**src/rtl/fifo_param.sv**
```systemverilog
// Parameterised synchronous FIFO with programmable almost-full/almost-empty
// thresholds, overflow/underflow pulses and an optional first-word-fall-through
// read port. Storage is a DEPTH x DATA_W array addressed by wrapping pointers.
module fifo_param #(
    parameter int unsigned DATA_W   = 8,
    parameter int unsigned DEPTH    = 16,
    parameter int unsigned AF_LEVEL = DEPTH - 2,
    parameter int unsigned AE_LEVEL = 2,
    parameter int unsigned FWFT     = 0,
    localparam int unsigned AW      = $clog2(DEPTH),
    localparam int unsigned CW      = AW + 1
) (
    input  logic              clk,
    input  logic              reset_n,
    input  logic              wr_en,
    input  logic              rd_en,
    input  logic [DATA_W-1:0] din,
    output logic [DATA_W-1:0] dout,
    output logic              full,
    output logic              empty,
    output logic              almost_full,
    output logic              almost_empty,
    output logic [CW-1:0]     count,
    output logic              overflow,
    output logic              underflow
);

    logic [DATA_W-1:0] mem_q [DEPTH];
    logic [AW-1:0]     wr_ptr_q, wr_ptr_d;
    logic [AW-1:0]     rd_ptr_q, rd_ptr_d;
    logic [CW-1:0]     count_q, count_d;
    logic [DATA_W-1:0] dout_q, dout_d;
    logic              overflow_q, overflow_d;
    logic              underflow_q, underflow_d;
    logic              full_w, empty_w;
    logic              wr_acc, rd_acc;

    // Status flags derive only from the registered count.
    assign full_w       = (count_q == CW'(DEPTH));
    assign empty_w      = (count_q == '0);
    assign full         = full_w;
    assign empty        = empty_w;
    assign almost_full  = (count_q >= CW'(AF_LEVEL));
    assign almost_empty = (count_q <= CW'(AE_LEVEL));
    assign count        = count_q;
    assign dout         = dout_q;
    assign overflow     = overflow_q;
    assign underflow    = underflow_q;

    // Next-state for pointers, count, read data and error pulses.
    always_comb begin
        wr_acc      = wr_en && !full_w;
        rd_acc      = rd_en && !empty_w;
        wr_ptr_d    = wr_acc ? wr_ptr_q + AW'(1) : wr_ptr_q;
        rd_ptr_d    = rd_acc ? rd_ptr_q + AW'(1) : rd_ptr_q;
        overflow_d  = wr_en && full_w;
        underflow_d = rd_en && empty_w;
        dout_d      = dout_q;

        case ({wr_acc, rd_acc})
            2'b10:   count_d = count_q + CW'(1);
            2'b01:   count_d = count_q - CW'(1);
            default: count_d = count_q;
        endcase

        if (FWFT == 0) begin
            if (rd_acc) begin
                dout_d = mem_q[rd_ptr_q];
            end
        end else if (count_d != '0) begin
            // The head slot may be the one being written this edge (FIFO was
            // empty, or held one word that is being read): bypass din.
            if (wr_acc && (rd_ptr_d == wr_ptr_q)) begin
                dout_d = din;
            end else begin
                dout_d = mem_q[rd_ptr_d];
            end
        end
    end

    // Control and read-data registers with asynchronous reset.
    always_ff @(posedge clk or negedge reset_n) begin
        if (!reset_n) begin
            wr_ptr_q    <= '0;
            rd_ptr_q    <= '0;
            count_q     <= '0;
            dout_q      <= '0;
            overflow_q  <= 1'b0;
            underflow_q <= 1'b0;
        end else begin
            wr_ptr_q    <= wr_ptr_d;
            rd_ptr_q    <= rd_ptr_d;
            count_q     <= count_d;
            dout_q      <= dout_d;
            overflow_q  <= overflow_d;
            underflow_q <= underflow_d;
        end
    end

    // Storage array; contents are left untouched by reset.
    always_ff @(posedge clk) begin
        if (wr_acc) begin
            mem_q[wr_ptr_q] <= din;
        end
    end

endmodule

```
**config.mk**
```make
export PLATFORM = sky130hd
export DESIGN_NAME = fifo_param
export DESIGN_NICKNAME = d
export VERILOG_FILES = /design/src/rtl/fifo_param.sv
export SDC_FILE = /design/constraint.sdc
export NUM_CORES = 1
export LEC_CHECK = 0
export CAP_MARGIN = 15
export CORE_MARGIN = 10
export CORE_UTILIZATION = 59
export DETAILED_ROUTE_END_ITERATION = 8
export HOLD_SLACK_MARGIN = 0.12
export PLACE_DENSITY_LB_ADDON = 0.3
export SLEW_MARGIN = 20
export SYNTH_ARGS = -nofsm -noshare
export SYNTH_HDL_FRONTEND = slang
export SYNTH_SLANG_ARGS = --single-unit
```
**constraint.sdc**
```tcl
create_clock -name clk -period 3.7 [get_ports clk]
set_clock_uncertainty 0.2 [all_clocks]
set_input_delay 0.37 -clock clk [delete_from_list [all_inputs] [get_ports clk]]
set_output_delay 0.37 -clock clk [all_outputs]
set_load 0.05 [all_outputs]
```
======== Word level (Yosys, flattened, before mapping) ========
Memories as Yosys holds them, arrays and structs flattened. A register that Yosys moved wholly into a read port is not among the register bits.
Index checks and enable logic that the tools add are counted.
word-level totals
  output and inout bits ................... 19
  word-level logic and storage cells ...... 27
  bits in writable memories ............... 128
  bits of input ports ..................... 12
  register bits ........................... 15
  memories ................................ 1
cells by class
  reduce and logical (&&, ||, !) cells .... 9
  order comparisons ....................... 2
  multiplexer cells ....................... 3
  equal/unequal tests ..................... 3
  add/sub/neg operators ................... 4
memory list
  memory  depth  width  rd ports  clocked after memory_dff  wr ports  line  source
  mem_q   16     8      1         1                         1         28    logic [DATA_W-1:0] mem_q [DEPTH];
operator list
  operator                                                            count
  one-hot mux 5 bit (2 select lines)                                  1
  adder 4 x 1 -> 4 bit (second input constant)                        2
  adder 5 x 1 -> 5 bit (second input constant)                        1
  == test 5 bit (second input constant)                               1
  greater-or-equal comparator 5 x 4 -> 1 bit (second input constant)  1
  less-or-equal comparator 5 x 2 -> 1 bit (second input constant)     1
  zero test 5 bit                                                     1
  subtractor 5 x 1 -> 5 bit (second input constant)                   1
  logical AND 1 bit                                                   4
  zero test 1 bit                                                     3
  == test 2 x 1 -> 1 bit (second input constant)                      1
  == test 2 bit (second input constant)                               1
  two-way mux 1 bit                                                   2
  nonzero test 2 bit                                                  1

======== Longest topological paths before layout ========
Gate-level depths: netlist of the first run.
  word-level depth ........................ 5
  mapped depth ............................ 12
  depth with buffers taken out ............ 10

======== Worst setup path after synthesis of the first run ========
Ideal clock, no wire load.
  path type ............................... register to output
  start ................................... reg count_q[2], in the netlist count[2]
  end ..................................... out almost_empty
  arrival ................................. 3.290 ns
  path buffers ............................ 1
  cell stages (with the launch flop) ...... 3
  slack ................................... -0.160 ns
  path through ............................ dfrtp_1 > clkbuf_1 > a2111oi_0
between the ends
  word-level cells in the longest chain between the ends .. 1
ends and longest elaborated chain
  element                                  line  source
  start: declaration                       31    logic [CW-1:0] count_q, count_d;
  start signal: assignment                 93    count_q <= count_d;
  less-or-equal comparator 5 x 2 -> 1 bit  44    assign almost_empty = (count_q <= CW'(AE_LEVEL));
  end: declaration                         22    output logic almost_empty,
No other way between the ends.

======== Final worst setup path of the first run ========
  start ................................... reg count_q[1], in the netlist count[1]
  end ..................................... reg count_q[4], in the netlist count[4]
between the ends
  word-level cells in the longest chain between the ends .. 5
  elaborated cells between the ends (all ways) .. 12
  those cells by class .................... add/sub: 2; eq/ne: 3; mux: 1; reduce/logical: 6
ends and longest elaborated chain
  element                                                                          line  source
  zero test 5 bit (*)                                                              40    assign empty_w = (count_q == '0);
  zero test 1 bit (*)                                                              53    rd_acc = rd_en && !empty_w;
  logical AND 1 bit (*)                                                            53
  net rd_acc                                                                       36    logic wr_acc, rd_acc;
  == test 2 x 1 -> 1 bit / == test 2 bit (equally long branches)                   60    case ({wr_acc, rd_acc})
  one-hot mux 5 bit (2 select lines) / nonzero test 2 bit (equally long branches)  n/a
Mark *: on every way through the listed nets, which the timed path passes. The rest lies on a longest branch.
A chain may end at the register's enable or synchronous reset.

==> results.cfg, run 1 <==
[finish]
multi_input_area_um2 = 1630
drive_gt1_share_pct = 24.4
finalCoreUtilization_pct = 70.9
regArea_um2 = 4420
filler_cell_count = 629
final_nets = 402
insertedDiodeCount = 0
final_area_um2 = 7290
syn_to_final_growth_pct = 18.0

[worst_setup_path]
path_class = flop to flop
r2r_slack_ns = 0.43
worstRegToRegCells = 10
cp.required_ns = 3.92
path_common_cell = ha_1
cp.arrival_ns = 3.49
end_kind = flop
cp_slowest_stage_delay_ns = 0.61
critPathMaxFanout = 11
worstSetupStartpointType = flop
crit_path_start = count[1]$_DFFE_PN0P_
reg2reg_from = count[1]$_DFFE_PN0P_
r2r-end = count[4]$_DFFE_PN0P_
path_cells = or4_4, o21ai_2, inv_2, ha_1, xor2_1, ha_1, nor2b_1, o21ai_0, a21oi_1, nor4b_1
slowest_stage = or4_4
worstSetupEndpoint = count[4]$_DFFE_PN0P_

[power_and_ir_drop]
p_total_mw = 5.99
power_density_nw_per_um2 = 821
leakagePower_nw = 2.53
vdd_drop_max_mv = 0.657

[place]
gp_congestion = 0.773
dp_hpwl_um = 7550
dp_slack_ns = 0.453
io_buffer_count = 30
place_area_um2 = 6680

[floorplan]
io_pins = 31
rows = 37
chipWidth_um = 122
start_util_pct = 60.1
core_area_um2 = 10300
dieArea_um2 = 15000
die_y_um = 122

[sta]
tns_ns = 0
worst_slew_pin_slew_ns = 0.967
finalHoldViolCount = 0
post-route-min-period_ns = 3.27
maxSlewHeadroom_pct = 35.3
slew_viol_final = 0
setup_viol = 0
rsz0062_at_grt = no
fin_crit_sh_pct = 88.5
fin_ws_ns = 0.426
fmax_mhz = 305

[clock_network]
cts_tree = yes
post_cts_resized = 0
cts.sinks = 151
cts-htree-levels = 4
numCtsBuffers = 17
clk_latency_ns = 0.52
clockBufferDepth = 2
ctsRootBufferMaster = clkbuf_8
clk_pin_slew_ns = 0.06

[detailed_routing]
vias = 3159
viasPerCell = 5.96
first_pass_iters = 5
drt-initial-drc-count = 445
drc = 0
wl_per_cell_um = 23.1
antenna_left = 0
wl_um = 12200

[global_route]
grt_pass1_vias = 3349
grt.overflow.total = 0
grt_max_degree = 34
grt_pass1_wl_um = 19400
antenna_found_initial = 0
gr-usage-all-layers_pct = 17.7

[synthesis]
syn_inst = 332
synth_warnings = 0
async_flop_share_pct = 15.2
ys_top_cells_by_count = 128 x edfxtp_1, 32 x mux4_2, 23 x dfrtp_1, 23 x nand2_1, 18 x nor2_1
synth_most_common_cell = edfxtp_1
synth-seq-cells = 151
synth.avg_cell_area_um2 = 18.6
synth.distinct_cells = 43
ys_seq_area_share_pct = 71.5
synth_enable_flop_cells = 128
synth_ff_type = edfxtp_1
syn_area_um2 = 6180
synth_top_area_cell = edfxtp_1
synth_top_area_share_pct = 62.2
syn_nets = 353
synth.area.top_cells = edfxtp_1 62%, mux4_2 12%, dfrtp_1 9.3%

[hold_path]
worstHoldPathType = input port to async pin

[outcome]
status = complete, no violations

[flow_run]
max_cap_viol_count = 0
how the worst min path moves through the flow:
stage,start,to,slack (ns)
3_3_place_gp,dout[2]$_DFFE_PN0P_,dout[2]$_DFFE_PN0P_,0.29
5_1_grt,reset_n,count[1]$_DFFE_PN0P_,0.22
6_report,reset_n,count[2]$_DFFE_PN0P_,0.17
4_1_cts,reset_n,count[3]$_DFFE_PN0P_,0.17
2_1_floorplan,reset_n,count[0]$_DFFE_PN0P_,-0.13
3_5_place_dp,reset_n,count[3]$_DFFE_PN0P_,0.20
stage by stage:
step                hold WS, ns  instances
CTS                       0.173        530
finish                    0.173        530
global route              0.223        530
global placement          0.288        497
floorplan                -0.126        332
detailed placement        0.197        497
cell usage in the layout, fill, tap and decap left out, types with 3 or more instances in the layout:
master           count
a21oi_1              3
buf_4               18
bufinv_16            4
clkbuf_1             3
clkbuf_16           16
clkdlybuf4s50_1     29
clkinv_2             3
dfrtp_1             22
edfxtp_1           128
ha_1                 9
inv_1                6
mux2i_1             16
mux4_2              32
nand2_1             23
nand2b_1             3
nor2_1              18
nor2b_1              3
nor3_1               5
o21ai_0              4
o221ai_2             8
xnor2_1              6
xor2_1               3
power breakdown:
part / internal, mW / switching [mW] / leakage (nW)
Combinational: 0.814 / 1.02 / 0.811
Sequential: 2.11 / 0.284 / 1.43
Clock: 1.10 / 0.665 / 0.289
Total: 4.02 / 1.97 / 2.53
sequential cells by signal (all words and copies together), names as in the netlist:
| name | count |
|---|---|
| mem_q | 128 |
| dout | 8 |
| count | 5 |
| rd_ptr_q | 4 |
| wr_ptr_q | 4 |
| overflow | 1 |
| underflow | 1 |
area by class of cell:
| type | count | share of cell area [%] |
|---|---|---|
| clock buffers | 20 | 5.83 |
| clock inverters | 12 | 2.42 |
| inverters | 7 | 0.360 |
| multi-input cells | 155 | 22.4 |
| flip-flops and latches | 151 | 60.6 |
| well taps | 136 | 2.33 |
| repair buffers | 49 | 6.04 |
layer usage:
layer  share of wire, %  routed length [µm]  global-route usage, %  up-vias
li1                   -                   -                      -     1411
met1                 40                4870                   23.3     1604
met2                 50                6140                   27.7      135
met3                9.0                1100                   5.19        9
met4                1.1                 138                   6.04        0
met5                  0                   0                      0        -
cell families (layout without fill, tap and decap cells):
kind of cell | count (synthesis) | in the layout | synth area share (%)
adders and majority gates | 9 | 9 | 1.82
and+or+nand+nor | 65 | 65 | 5.16
DFF | 151 | 151 | 71.5
muxes | 49 | 49 | 14.4
AOI/OAI and AO/OA | 23 | 23 | 3.68
buffers and inverters | 26 | 88 | 2.13
xor gates and xnor gates | 9 | 9 | 1.28
critical path: cells and delay by family, from the launching register on:
| family | cells | cell delay (ns) |
|---|---|---|
| compound gates | 3 | 0.53 |
| fa+ha+maj | 2 | 0.57 |
| buf+inv | 1 | 0.12 |
| xor+xnor | 1 | 0.20 |
| simple gates | 3 | 1.04 |
| flops | 1 | 0.49 |
timing repair:
action / 4_1_cts / 5_1_grt
endpoints found under the hold margin: 23 / 0
buffers inserted: 0 / 0
hold buffers: 1 / 0
endpoints found under the setup margin: 0 / 0
(Power assumes the default switching activity.)
==> run 2: changes to the inputs <==
- CAP_MARGIN: 15 -> 30
==> results of run 2 <==
No change in the layout: final DEF, timing and power equal those of run 1.
==> patch 1, RTL diff (settings of run 1) <==
Change the parameter `DATA_W` from 8 to 12.
--- a/src/rtl/fifo_param.sv
+++ b/src/rtl/fifo_param.sv
@@ -2,7 +2,7 @@
 // thresholds, overflow/underflow pulses and an optional first-word-fall-through
 // read port. Storage is a DEPTH x DATA_W array addressed by wrapping pointers.
 module fifo_param #(
-    parameter int unsigned DATA_W   = 8,
+    parameter int unsigned DATA_W   = 12,
     parameter int unsigned DEPTH    = 16,
     parameter int unsigned AF_LEVEL = DEPTH - 2,
     parameter int unsigned AE_LEVEL = 2,
Ports: changed (resized din and dout); port bits go from 31 to 39. The function was not compared with the original's and may differ.
==> patch 1 against run 1 <==
- setup slack lost 82 ps
- sequential cell count grew 68
- global-route usage grew 0.24 points
- power grew 32%
- sequential power grew 42%
- area after synthesis grew 41%
- routed wire length grew 43%
- first-iteration DRC count shrank 26%
- combinational power grew 37%
- hold slack gained 130 ps
- design area grew 39%
- die area grew 34%
- critical path type unchanged
- highest routed layer unchanged
==> patch 1: results (changes against run 1) <==
net_count_of_the_mapped_netlist: 462  # +31%
routed_wl_microns: 17500  # +43%
detailedRoute.firstPassIterationCount: 4  # -1
regToRegSetupSlack_ps: 340  # -80 ps
async_reset_ff_frac: 0.123  # -0.0290
h_tree_level_count: 1  # -3
grt_start_max_net_pins: 28  # -18%
wl_met3_microns: 1010  # -8.2%
synth_edf_count: 192  # +50%
first_global_vias: 4620  # +38%
use_met2: 0.298  # +0.0213
post_route_cells_drive_above_1_share: 0.236  # -0.00768
detailed_place_hpwl_microns: 11200  # +48%
insertion_delay_of_the_later_clocked_pin_in_the_worst_skew_pair_ps: 490  # -30 ps
nNetsFinal: 527  # +31%
flip_flop_count_of_the_largest_register_all_copies_and_words_added: 192  # +50%
power.static_leakage_nw: 3.42  # +35%
met3_usage: 0.0320  # -0.0198
cp_data_arrival_time_ps: 3540  # +50 ps
result_of_the_run: "completed"
timing.slew.headroom: 0.528  # +0.175
fin_ws_ps: 344  # -81.8 ps
cts.hold.buffers_added: 1  # unchanged
clock_path_buffers: 3  # +1
quantity_of_i_o_buffers_inserted_on_ports: 38  # +27%
peakVddDrop_uv: 525  # -20%
wl_met1_microns: 7210  # +48%
wl_met2_microns: 8900  # +45%
min_path_type: "primary input to register"
grt_pass1_wl_microns: 27800  # +43%
clockRootBuffer: "clkbuf_16"
grt_use_total: 0.179  # +0.00240
finalHoldWorstSlack_ps: 307  # +133 ps
synth_top_cells_by_count: "192 x edfxtp_1, 48 x mux4_2, 27 x dfrtp_1, 27 x nand2_1, 24 x mux2i_1"
largest_register: "mem_q"
timing.critical_path.slowest_cell_delay_ps: 630  # +20 ps
hold-path-endpoint: "underflow"
place_worst_setup_slack_ps: 407  # -45.7 ps
cts_buffers: 22  # +5
synth_area_leaders: "edfxtp_1 66%, mux4_2 12%, dfrtp_1 7.7%"
global_route.usage.met1: 0.240  # +0.00706
int_power_w: 0.00528  # +32%
gp_routability_congestion: 0.829  # +7.2%
viasPerCell: 6.12  # +2.7%
clock_slew_seen_by_the_registers_of_the_worst_setup_and_hold_paths_ps: 60  # about the same
place_area_sq_mm: 0.00944  # +41%
patch 1: cell types whose count changed after synthesis, moves of 2 or more:
cell      before  now
o221ai_1       0    2
mux4_2        32   48
o221ai_2       8   10
clkbuf_1       8    5
mux2i_1       16   24
buf_1          1    4
edfxtp_1     128  192
nand2_1       23   27
buf_2          7   12
dfrtp_1       23   27
patch 1: power by group through the flow:
| stage | clock network [W] | logic (W) | registers, W |
|---|---|---|---|
| after global placement | 0 | 0.00247 | 0.00341 |
| final | 0.00198 | 0.00250 | 0.00339 |
| after CTS | 0.00203 | 0.00253 | 0.00339 |
| after floorplan | 0 | 0.00163 | 0.00354 |
| after detailed placement | 0 | 0.00252 | 0.00344 |
| after global routing | 0.00212 | 0.00266 | 0.00344 |
patch 1: cell type report:
type                       count  area (sq um)
clock buffer                  28           594
clock inverter                11          56.3
fill                         931          4430
inverter                       7          28.8
multi-input combinational    187          2150
sequential                   219          6440
tap                          184           230
timing repair buffer          65           598
patch 1: cells by family (layout without fill, tap and decap cells):
| group | count (synthesis) | count (layout) | share of synthesized area |
|---|---|---|---|
| flip-flops | 219 | 219 | 0.737 |
| multiplexers | 73 | 73 | 0.152 |
| AND/OR/NAND/NOR | 69 | 69 | 0.0377 |
| buffers and inverters | 31 | 111 | 0.0189 |
| AO/OA/AOI/OAI | 27 | 27 | 0.0319 |
| adder cells (fa/ha/maj) | 9 | 9 | 0.0129 |
| XOR/XNOR | 9 | 9 | 0.00902 |
patch 1: per-stage QoR:
step	total power (W)	utilization	instances
after floorplan	0.00516	-	437
after global placement	0.00588	0.650	661
after detailed placement	0.00596	0.650	661
after CTS	0.00795	0.695	701
after global routing	0.00822	0.695	701
final	0.00788	0.695	701
==> patch 2, RTL diff (flow settings as in run 1) <==
Without the edit above. Put one more register stage on the output `overflow`, cleared by the reset. The value now appears one clock later. The other outputs are not delayed to match.
--- a/src/rtl/fifo_param.sv
+++ b/src/rtl/fifo_param.sv
@@ -44,7 +44,13 @@
     assign almost_empty = (count_q <= CW'(AE_LEVEL));
     assign count        = count_q;
     assign dout         = dout_q;
-    assign overflow     = overflow_q;
+    always_ff @(posedge clk or negedge reset_n) begin
+        if (!reset_n) begin
+            overflow <= '0;
+        end else begin
+            overflow <= overflow_q;
+        end
+    end
     assign underflow    = underflow_q;
 
     // Next-state for pointers, count, read data and error pulses.
Check against the original RTL: same outputs for any inputs over 10 cycles, from zero or initial values and one cycle with reset_n low; that may be too few to reach the edited logic, so the function may still have changed.
==> patch 2 against run 1 <==
- core utilization rose by 0.72 points
- power rose by 1.7%
- sequential power rose by 3%
- design area rose by 1.0%
- sequential cell count rose by 1
- sequential share of layout area fell by 0.27 points
- setup slack improved by 76 ps
- routed wire length rose by 10%
- area after synthesis rose by 0.40%
- non-clock buffer count rose by 3
==> patch 2: results (changes against run 1) <==
result_of_the_run: "completed"
place_area_sq_mm: 0.00673  # +0.79%
grt_start_max_net_pins: 27  # -21%
synth-compound-area-share: 0.0367  # -0.000149
yosys.area_share.adder: 0.0181  # -0.0000735
routed_wl_microns: 13500  # +10%
post_route_cells_drive_above_1_share: 0.254  # +0.0101
ys_types: 43  # unchanged
detailed_place_hpwl_microns: 8080  # +7.0%
vias_post_dr: 3320  # +5.1%
antenna_found_initial: 0  # unchanged
gp_routability_congestion: 0.815  # +5.5%
drtIter0Drc: 462  # +3.8%
p_sw_frac: 0.343  # +0.0143
regToRegSetupSlack_ps: 500  # +80 ps
grt_pass1_wl_microns: 20600  # +6.4%
cp_data_arrival_time_ps: 3430  # -60 ps
async_reset_ff_frac: 0.158  # +0.00558
synth_area_leaders: "edfxtp_1 62%, mux4_2 12%, dfrtp_1 9.7%"
grt_use_total: 0.193  # +0.0161
place_worst_setup_slack_ps: 492  # +39.3 ps
timing.slew.headroom: 0.246  # -0.107
net_count_of_the_mapped_netlist: 354  # +0.28%
first_global_vias: 3378  # +0.87%
nNetsFinal: 406  # +1.0%
power.static_leakage_nw: 2.57  # +1.5%
fillers: 630  # +0.16%
synth_sequential_area_ratio: 0.716  # +0.00115
yosys.area_share.xor_xnor: 0.0127  # -0.0000514
min_path_type: "register to register"
synth_top_cells_by_count: "128 x edfxtp_1, 32 x mux4_2, 24 x dfrtp_1"
synth.mux.area_fraction: 0.144  # -0.000582
peakVddDrop_uv: 416  # -37%
-- patch 2: changes by cell type after synthesis --
cell | run 1 | this run
dfrtp_1 | 23 | 24
-- patch 2: critical path, stage by stage, from the launching register on --
cell and delay [ps]:
dfrtp_1 490, or4_4 610, o21ai_2 170, inv_2 120, ha_1 330, xor2_1 190
ha_1 230, o211a_1 240, o21ai_0 140, o41ai_1 100, nor4b_1 290
-- patch 2: how the worst max path moves through the flow --
| stage | start | slack (ps) | endpoint | cells past startpoint |
|---|---|---|---|---|
| 6_report | count[1] | 500 | count[4] | 10 |
| 5_1_grt | count[1] | 210 | count[4] | 10 |
| 4_1_cts | count[1] | 470 | count[4] | 10 |
| 3_5_place_dp | count[1] | 490 | count[4] | 10 |
| 3_3_place_gp | count[1] | 610 | count[4] | 10 |
| 2_1_floorplan | count[1] | 380 | count[4] | 12 |
-- patch 2: cell type report --
class / instances / area (sq um) / share of cell area
clock inverters: 15 / 209 / 0.0284
clock buffers: 17 / 414 / 0.0562
flip-flops and latches: 152 / 4450 / 0.604
inverters: 7 / 26.3 / 0.00357
well taps: 136 / 170 / 0.0231
multi-input cells: 155 / 1630 / 0.222
repair buffers: 52 / 468 / 0.0635
-- patch 2: kinds of logic (layout without fill, tap and decap cells) --
family          count (synthesis)  count (layout)
simple gates                   65              65
compound gates                 23              23
xor+xnor                        9               9
flops                         152             152
buf+inv                        26              91
fa+ha+maj                       9               9
mux                            49              49
-- patch 2: routing by layer --
metal / wire, microns / GRT usage / vias up
met2: 6880 / 0.320 / 152
met3: 1050 / 0.0491 / 25
met4: 263 / 0.0714 / 0
met1: 5280 / 0.241 / 1731
met5: 0 / 0 / -
li1: - / - / 1412
-- patch 2: what timing repair did --
item                      in CTS  in global routing
hold endpoints to repair      24                  0
setup buffers                  0                  0
hold buffers                   1                  0
-- patch 2: metrics by stage --
stage / utilization / hold slack (ps) / std cells
after floorplan: - / -126 / 333
final: 0.717 / 150 / 534
after CTS: 0.717 / 153 / 534
after global placement: 0.655 / 143 / 501
after global routing: 0.717 / 166 / 534
after detailed placement: 0.655 / 139 / 501
-- patch 2: power by group through the flow --
stage	clock network (W)	registers, W	logic, W
after floorplan	0	0.00250	0.00124
after global placement	0	0.00246	0.00177
after detailed placement	0	0.00248	0.00182
after CTS	0.00182	0.00246	0.00185
after global routing	0.00190	0.00250	0.00195
final	0.00180	0.00246	0.00184
